==> src/rtl/time_pkg.sv <==
// Shared timing types for the pulse generator and TimeMeasurement.
package time_pkg;

  localparam int TIME_W = 6;

  typedef enum logic [0:0] {IDLE, RUN} tpg_state_t;

  typedef logic [TIME_W-1:0] time_t;

endpackage

==> src/rtl/tick_prescaler.sv <==
// Divides clk into one-cycle time-unit ticks while run is high; clr restarts the count.
module tick_prescaler #(
  parameter int TICK_DIV = 50
) (
  input  logic clk,
  input  logic rst,
  input  logic clr,
  input  logic run,
  output logic tick
);

  localparam int PRE_W = (TICK_DIV > 1) ? $clog2(TICK_DIV) : 1;
  localparam logic [PRE_W-1:0] PRE_LAST = PRE_W'(TICK_DIV - 1);

  logic [PRE_W-1:0] pre_q, pre_d;

  assign tick = run && (pre_q == PRE_LAST);

  // clr beats run so a reload or a fresh start always begins a full unit
  always_comb begin
    pre_d = pre_q;
    if (clr) begin
      pre_d = '0;
    end else if (run) begin
      if (tick) pre_d = '0;
      else      pre_d = pre_q + 1'b1;
    end
  end

  always_ff @(posedge clk) begin
    if (rst) pre_q <= '0;
    else     pre_q <= pre_d;
  end

endmodule

==> src/rtl/time_pulse_generator.sv <==
// Drives en high for exactly dur time units (dur*TICK_DIV clk cycles).
// Optional macro TIME_PULSE_RETRIGGER_EN lets start in RUN reload the window.
module time_pulse_generator
  import time_pkg::*;
#(
  parameter int TIME_W   = time_pkg::TIME_W,
  parameter int TICK_DIV = 50
) (
  input  logic              clk,
  input  logic              rst,
  input  logic              start,
  input  logic [TIME_W-1:0] dur,
  input  logic              abort,
  output logic              en,
  output logic              busy,
  output logic              done,
  output logic [TIME_W-1:0] remaining
);

  tpg_state_t        state_q, state_d;
  logic [TIME_W-1:0] rem_q, rem_d;
  logic              en_q, en_d;
  logic              done_q, done_d;
  logic              clr, run, tick;

  assign run = (state_q == RUN);

  tick_prescaler #(.TICK_DIV(TICK_DIV)) u_prescaler (
    .clk  (clk),
    .rst  (rst),
    .clr  (clr),
    .run  (run),
    .tick (tick)
  );

  always_comb begin
    state_d = state_q;
    rem_d   = rem_q;
    en_d    = en_q;
    done_d  = 1'b0;
    clr     = 1'b0;
    unique case (state_q)
      IDLE: begin
        if (start) begin
          clr = 1'b1;
          if (dur != '0) begin
            state_d = RUN;
            rem_d   = dur;
            en_d    = 1'b1;
          end else begin
            done_d = 1'b1;
          end
        end
      end
      RUN: begin
        if (abort) begin
          state_d = IDLE;
          rem_d   = '0;
          en_d    = 1'b0;
          clr     = 1'b1;
`ifdef TIME_PULSE_RETRIGGER_EN
        end else if (start) begin
          // Reload keeps en high; a zero reload ends the window as a completion
          clr = 1'b1;
          if (dur != '0) begin
            rem_d = dur;
          end else begin
            state_d = IDLE;
            rem_d   = '0;
            en_d    = 1'b0;
            done_d  = 1'b1;
          end
`endif
        end else if (tick) begin
          if (rem_q <= 1) begin
            state_d = IDLE;
            rem_d   = '0;
            en_d    = 1'b0;
            done_d  = 1'b1;
          end else begin
            rem_d = rem_q - 1'b1;
          end
        end
      end
      default: begin
        state_d = IDLE;
        rem_d   = '0;
        en_d    = 1'b0;
      end
    endcase
  end

  always_ff @(posedge clk) begin
    if (rst) begin
      state_q <= IDLE;
      rem_q   <= '0;
      en_q    <= 1'b0;
      done_q  <= 1'b0;
    end else begin
      state_q <= state_d;
      rem_q   <= rem_d;
      en_q    <= en_d;
      done_q  <= done_d;
    end
  end

  assign en        = en_q;
  assign busy      = (state_q == RUN);
  assign done      = done_q;
  assign remaining = rem_q;

endmodule

==> config.mk <==
export PLATFORM = sky130hd
export DESIGN_NAME = time_pulse_generator
export DESIGN_NICKNAME = d
export VERILOG_FILES = /design/src/rtl/time_pkg.sv /design/src/rtl/tick_prescaler.sv /design/src/rtl/time_pulse_generator.sv
export SDC_FILE = /design/constraint.sdc
export NUM_CORES = 1
export LEC_CHECK = 0
export ABC_AREA = 1
export BUFFER_PORTS_ARGS = -buffer_cell sky130_fd_sc_hd__buf_2
export CAP_MARGIN = 25
export CELL_PAD_IN_SITES_DETAIL_PLACEMENT = 1
export CELL_PAD_IN_SITES_GLOBAL_PLACEMENT = 1
export CORE_MARGIN = 3
export CORE_UTILIZATION = 38
export DETAILED_ROUTE_END_ITERATION = 8
export GPL_TIMING_DRIVEN = 0
export PLACE_DENSITY = 0.77
export SLEW_MARGIN = 0
export SYNTH_ARGS = -nofsm -noshare
export SYNTH_HDL_FRONTEND = slang
export SYNTH_SLANG_ARGS = --single-unit
==> constraint.sdc <==
create_clock -name clk -period 1.45 [get_ports clk]
set_input_delay 0.29 -clock clk [delete_from_list [all_inputs] [get_ports clk]]
set_output_delay 0.29 -clock clk [all_outputs]
set_load 0.05 [all_outputs]
==> flow_metrics.tcl, run 1 <==
set metrics [dict create \
    status "completed" \
    die_height_um 55.93 \
    place_inst 177 \
    grt_start_max_net_pins 11 \
    routabilityCongestion 0.7956 \
    cp_slowest_cell "dfxtp_2" \
    fmax_ghz 0.7390 \
    clock_path_buffers 2 \
    clk_latency_ps 290 \
    max-slew-margin-rel_pct 83.18 \
    netlist_instances 132 \
    cts-root-buf "clkbuf_4" \
    setup.worst_path.start_class "flop" \
    die_area_mm2 0.003128 \
    drive_gt1_share_pct 34.19 \
    vias_per_cell 4.995 \
    dp_hpwl_um 1870 \
    dr.pass1.iters 3 \
    hold_end "done" \
    diodes 0 \
    antenna_found_initial 0 \
    synth_nets 146 \
    holdWs_ps 259.1 \
    cpPeakStageDelay_ps 370 \
    drt-total-wl_um 2403 \
    cp.depth 10 \
    p_leak_nw 0.5629 \
    grt_usage_pct 16.45 \
    wire_per_inst_um 13.13 \
    num_io_pins 19 \
    hold_path.class "primary input to flop" \
    crit_required_ps 1650 \
    regToRegEndpoint "remaining[0]" \
    die_x_um 55.93 \
    r2r_start "u_prescaler.pre_q[1]" \
    grt_pass1_vias 913 \
    post-route-period-util_pct 93.32 \
    skew_ps 1.915 \
    syn_to_final_growth_pct 22.46 \
    syn_area_um2 947.2 \
    stdcell_count 183 \
    rsz0062_at_grt "yes" \
    yosys_register_bits 15 \
    start_util_pct 41.23 \
    cp_cell_sequence "inv_1 -> ha_1 -> nand2_1 -> inv_1 -> nand3_4 -> nand2_4 -> nand2_8 -> clkinv_4 -> o21ai_2 -> nor2_1" \
    final_cell_mix "36 x nand2_1, 17 x nor2_1, 17 x buf_2, 11 x inv_1, 10 x dfxtp_1" \
    crit_family "simple AND/OR/NAND/NOR gates" \
    cts_tree "yes" \
    tightest_slew_ps 249.7 \
    ant_nets 0 \
    worst_ep_arrival_time_ps 1550 \
    maxCapViolCount 0 \
    irDropWorstVdd_mv 0.4797 \
    hold_viol_final 0 \
    synth_cell_types 30 \
    rrSetupSlack_ps 100 \
    crit_top_cell "inv_1" \
    post-place-ws_ps -107.7 \
    core_region_area_mm2 0.002297 \
    cts_sinks 15 \
    min_period_ps 1353 \
    io_buffers 17 \
    vias 914 \
    grt_pass1_wl_um 4071 \
    drt_iter0_markers 5 \
    whs_path_depth 3 \
    avgSynthCellArea_um2 7.175 \
    clkTransAtPathRegs_ps 100 \
    critPathKind "flop to flop" \
    drc_errors 0 \
    end_kind "flop" \
    yosys_warnings 0 \
    n_fill_cell 311 \
    holdCritStartpoint "start" \
    rows 17 \
    cts_buffers 3 \
    report.final.slew_viol_count 0 \
    globalRoute.totalOverflow 0 \
    powerDensity_mw_per_mm2 1002 \
    critPathMaxFanout 8 \
    final_util_pct 50.49 \
    setup_slack_ps 96.90 \
    ys_seq_area_share_pct 31.70 \
    finalSetupViolCount 0 \
    final_common_cell "nand2_1" \
    worst-path-buf-inv 3 \
    r2r_cells 10 \
    nets 170 \
    h-tree-depth 1 \
]
[cells in the mapped netlist]
master    count  share of area (%)
nor2_4        1                1.2
nand2_1      37                 15
ha_1          4                5.3
inv_1        13                5.2
nand2_4       3                3.6
xnor2_1       2                1.8
inv_2         1               0.40
o21ai_0       4                2.1
a22oi_1       1               0.79
a21oi_1       5                2.6
nand3_4       1                1.8
o21ai_2       2                1.8
inv_4         1               0.66
nand2_2       1               0.66
nand3b_1      2                1.6
clkinv_1      1               0.40
nor2_1       17                6.7
nand4_2       1                1.3
nand3_1       5                2.6
clkinv_4      1               0.92
nor3b_1       1               0.79
clkinv_2      1               0.53
nand3_2       1                1.1
buf_6         1                1.2
nand4_1       1               0.66
o21bai_1      1               0.79
a21oi_2       4                3.7
clkbuf_2      1               0.53
dfxtp_1      15                 32
xor2_1        3                2.8
[where the power goes]
part	internal, mW	switching (mW)
logic	0.141	0.288
clock network	0.103	0.155
registers	0.442	0.0328
[sequential cells by signal, indices dropped and copies added, names as in the netlist]
signal	count
remaining	6
u_prescaler.pre_q	6
done	1
en	1
busy	1
[per-layer routing]
metal	wire length [um]	part of all wire [%]	track usage, %	vias up
met4	40	1.7	5.085	0
met5	0	0	0	-
met1	1139	47	21.38	431
met3	86	3.6	2.784	5
met2	1136	47	27.70	16
li1	-	-	-	462
[stage by stage]
| step | power [mW] | setup TNS [ps] | area [um^2] |
|---|---|---|---|
| after floorplan | 0.7835 | 0 | 955.9 |
| after global placement | 0.8695 | -122.9 | 1076 |
| after detailed placement | 0.8807 | -332.7 | 1076 |
| after CTS | 1.158 | 0 | 1119 |
| after global routing | 1.240 | -135.0 | 1160 |
| final | 1.162 | 0 | 1160 |
[how the worst max path moves through the flow]
stage	start	end	slack, ps
4_1_cts	u_prescaler.pre_q[1]	en	20
5_1_grt	u_prescaler.pre_q[1]	remaining[0]	-30
2_1_floorplan	remaining[2]	remaining[1]	20
3_3_place_gp	remaining[0]	en	-50
3_5_place_dp	remaining[0]	en	-110
6_report	u_prescaler.pre_q[1]	remaining[0]	100
[cell type report]
| cell class | instances | area [um^2] | area share (%) |
|---|---|---|---|
| clock inverter | 1 | 5.005 | 0.4315 |
| buffer | 2 | 16.27 | 1.402 |
| sequential | 15 | 311.5 | 26.86 |
| tap | 28 | 35.03 | 3.021 |
| multi-input combinational | 97 | 588.1 | 50.70 |
| inverter | 18 | 81.33 | 7.012 |
| clock buffer | 3 | 22.52 | 1.942 |
| timing repair buffer | 19 | 100.1 | 8.630 |
[cells by family (layout without fill, tap and decap cells)]
kind of cell | Yosys count | after routing | synth area share [%]
and+or+nand+nor | 71 | 71 | 36.72
buffers and inverters | 20 | 43 | 9.775
AOI/OAI and AO/OA | 17 | 17 | 11.89
DFF | 15 | 15 | 31.70
xor gates and xnor gates | 5 | 5 | 4.624
adders and majority gates | 4 | 4 | 5.284
[tightest hold or removal path, delay by kind of cell]
family / cells / cell delay, ps
and+or+nand+nor: 1 / 60
buffers and inverters: 1 / 110
AOI/OAI and AO/OA: 1 / 60
[timing repair]
item,in CTS,in global routing
gates resized for setup,5,8
setup buffers,0,2
setup endpoints to repair,7,8
pin swaps,3,2
hold buffers,0,0
(Power assumes the default switching activity.)
==> inputs of run 2 (changes only) <==
--- a/config.mk
+++ b/config.mk
@@ -5,16 +5,16 @@
 export SDC_FILE = /design/constraint.sdc
 export NUM_CORES = 1
 export LEC_CHECK = 0
-export ABC_AREA = 1
 export BUFFER_PORTS_ARGS = -buffer_cell sky130_fd_sc_hd__buf_2
 export CAP_MARGIN = 25
 export CELL_PAD_IN_SITES_DETAIL_PLACEMENT = 1
 export CELL_PAD_IN_SITES_GLOBAL_PLACEMENT = 1
 export CORE_MARGIN = 3
-export CORE_UTILIZATION = 38
+export CORE_UTILIZATION = 39
 export DETAILED_ROUTE_END_ITERATION = 8
+export GPL_ROUTABILITY_DRIVEN = 0
 export GPL_TIMING_DRIVEN = 0
-export PLACE_DENSITY = 0.77
+export PLACE_DENSITY = 0.76
 export SLEW_MARGIN = 0
 export SYNTH_ARGS = -nofsm -noshare
 export SYNTH_HDL_FRONTEND = slang
==> flow_metrics.tcl, run 2 <==
set metrics [dict create \
    status "finished, violations left" \
    failed_checks "setup timing" \
    crit_family "buffers and inverters" \
    synth_cell_types 36 \
    nets 156 \
    drt_iter0_markers 17 \
    vias_per_cell 6.060 \
    die_x_um 54.46 \
    cts_sinks 15 \
    synth-main-ff-cell "dfxtp_1" \
    die_height_um 54.46 \
    critPathMaxFanout 4 \
    dr.pass1.iters 4 \
    maxCapViolCount 0 \
    max-slew-margin-rel_pct 61.52 \
    grt_pass1_vias 1003 \
    syn_to_final_growth_pct 51.91 \
    ant_nets 0 \
    min_period_ps 1775 \
    end_kind "flop" \
    holdWs_ps 330.1 \
    report.final.slew_viol_count 0 \
    setup_slack_ps -325.2 \
    yosys.area_share.adder_pct 5.464 \
    skew_ps 2.116 \
    final_common_cell "buf_2" \
    yosys_warnings 0 \
    crit_required_ps 1640 \
    avgSynthCellArea_um2 8.807 \
    yosys-top-cells-count "15 x dfxtp_1, 9 x nand2_1, 9 x nor2_1, 6 x nand2b_1" \
    fmax_ghz 0.5633 \
    core_region_area_mm2 0.002082 \
    rsz0062_at_grt "yes" \
    vias 1018 \
    antenna_found_initial 0 \
    whs_path_depth 3 \
    place_inst 149 \
    grt_start_max_net_pins 11 \
    start_util_pct 43.99 \
    powerDensity_mw_per_mm2 841.3 \
    cts_hold_buf 0 \
    synth-compound-area-share_pct 25.82 \
    diodes 0 \
    p_leak_nw 0.5289 \
    irDropWorstVdd_mv 0.5083 \
    grt_pass1_wl_um 4719 \
    hold_path.class "primary input to flop" \
    synth_simple_gate_area_share_pct 28.01 \
    hold_viol_final 0 \
    critPathKind "flop to flop" \
    synthArstFlopShare_pct 0 \
    cpPeakStageDelay_ps 400 \
    clkTransAtPathRegs_ps 110 \
    synth-edff-count 0 \
    cp_cell_sequence "inv_4 -> ha_4 -> or2_4 -> buf_4 -> buf_6 -> buf_4 -> nand2_2 -> a32oi_1 -> o32ai_1" \
    synth.most_common_cell "dfxtp_1" \
    num_io_pins 19 \
    ys_top_cells_by_area "dfxtp_1 33%, ha_1 5.5%, a32oi_1 4.8%" \
    syn_area_um2 915.9 \
    yosys.area_share.xor_xnor_pct 3.825 \
    cts-root-buf "clkbuf_4" \
    final_util_pct 66.83 \
    synth_top_area_cell "dfxtp_1" \
    final_cell_mix "17 x buf_2, 12 x buf_4, 9 x dfxtp_1, 7 x nand2_1, 7 x nor2_1" \
    cp_slowest_cell "dfxtp_4" \
    die_area_mm2 0.002966 \
    dp_hpwl_um 2062 \
    finalInstanceArea_mm2 0.001391 \
    finalSetupViolCount 13 \
    synth_top_family_by_area "simple AND/OR/NAND/NOR gates" \
    grt_usage_pct 22.48 \
    synth_nets 118 \
    wire_per_inst_um 20.71 \
    globalRoute.totalOverflow 0 \
    cts_tree "yes" \
    worst_ep_arrival_time_ps 1970 \
    drt-total-wl_um 3480 \
    synthMuxAreaShare_pct 0 \
    stdcell_count 168 \
    place_area_mm2 0.001087 \
    yosys_register_bits 15 \
    netlist_instances 104 \
    clock_path_buffers 2 \
    clk_latency_ps 290 \
    cts_buffers 3 \
    r2r_cells 9 \
    post-route-period-util_pct 122.4 \
    h-tree-depth 1 \
    io_buffers 18 \
    cp.depth 9 \
    drive_gt1_share_pct 56.03 \
    crit_top_cell "buf_4" \
    rows 16 \
    worst-path-buf-inv 4 \
    ys_seq_area_share_pct 32.79 \
    tightest_slew_ps 577.2 \
    setup.worst_path.start_class "flop" \
    drc_errors 0 \
    synth_top_area_share_pct 32.79 \
]
==> run 2: cell types whose count changed after synthesis, sizes merged, moves of 6 or more <==
cell / delta
nand2b: +6
nor2: -9
nand3: -6
nor4: +6
nand2: -32
inv: -10
==> run 2: tightest hold or removal path, delay by kind of cell <==
family                 cells  cell delay (ps)
AO/OA/AOI/OAI              2              200
buffers and inverters      1               90
==> run 2: final cells by class <==
class                           instances  area [um^2]
Timing Repair Buffer                   33        220.2
Sequential cell                        15        317.8
Tap cell                               27        33.78
Buffer                                  3        30.03
Fill cell                             260        690.7
Multi-Input combinational cell         81        742.0
Clock buffer                            4        26.28
Inverter                                5        21.27
==> run 2: report_power, final <==
group	total (mW)	leakage (nW)	switching [mW]	internal, mW
sequential	0.462	0.126	0.0300	0.432
clock	0.263	0.0150	0.157	0.107
combinational	0.445	0.388	0.255	0.189
total	1.17	0.529	0.442	0.728
==> run 2: path summary, 6_finish.rpt <==
kind,startpoint,end,slack [ps]
hold reg to reg,u_prescaler.pre_q[5],u_prescaler.pre_q[5],550
setup / recovery,remaining[0],remaining[5],-330
setup reg to reg,remaining[0],remaining[5],-330
hold / removal,dur[3],remaining[3],330
==> run 2: routing by layer <==
metal	vias up	routed length, um	global-route usage, %
met5	-	0	0
met3	6	81	3.270
li1	470	-	-
met2	24	1913	40.04
met4	0	38	6.224
met1	518	1446	27.80
==> run 2: repair_timing <==
item,4_1_cts,5_1_grt
buffers inserted,11,4
pin swaps,9,10
setup endpoints to repair,15,15
resized for setup,21,16
==> run 2: cells by family (layout without fill, tap and decap cells) <==
family                   count (synthesis)  count (layout)
flip-flops                              15              15
buffers and inverters                    8              45
AND/OR/NAND/NOR                         47              47
XOR/XNOR                                 4               4
adder cells (fa/ha/maj)                  4               4
AO/OA/AOI/OAI                           26              26
==> run 2: through the flow <==
stage                     worst slack [ps]  total power, mW  TNS, ps
after global placement              -388.0           0.7763    -3571
after CTS                           -312.8            1.102    -1407
after floorplan                     -328.6           0.6965    -1356
after global routing                -374.9            1.224    -2960
after detailed placement            -475.5           0.7851    -4154
final                               -325.2            1.171    -2283
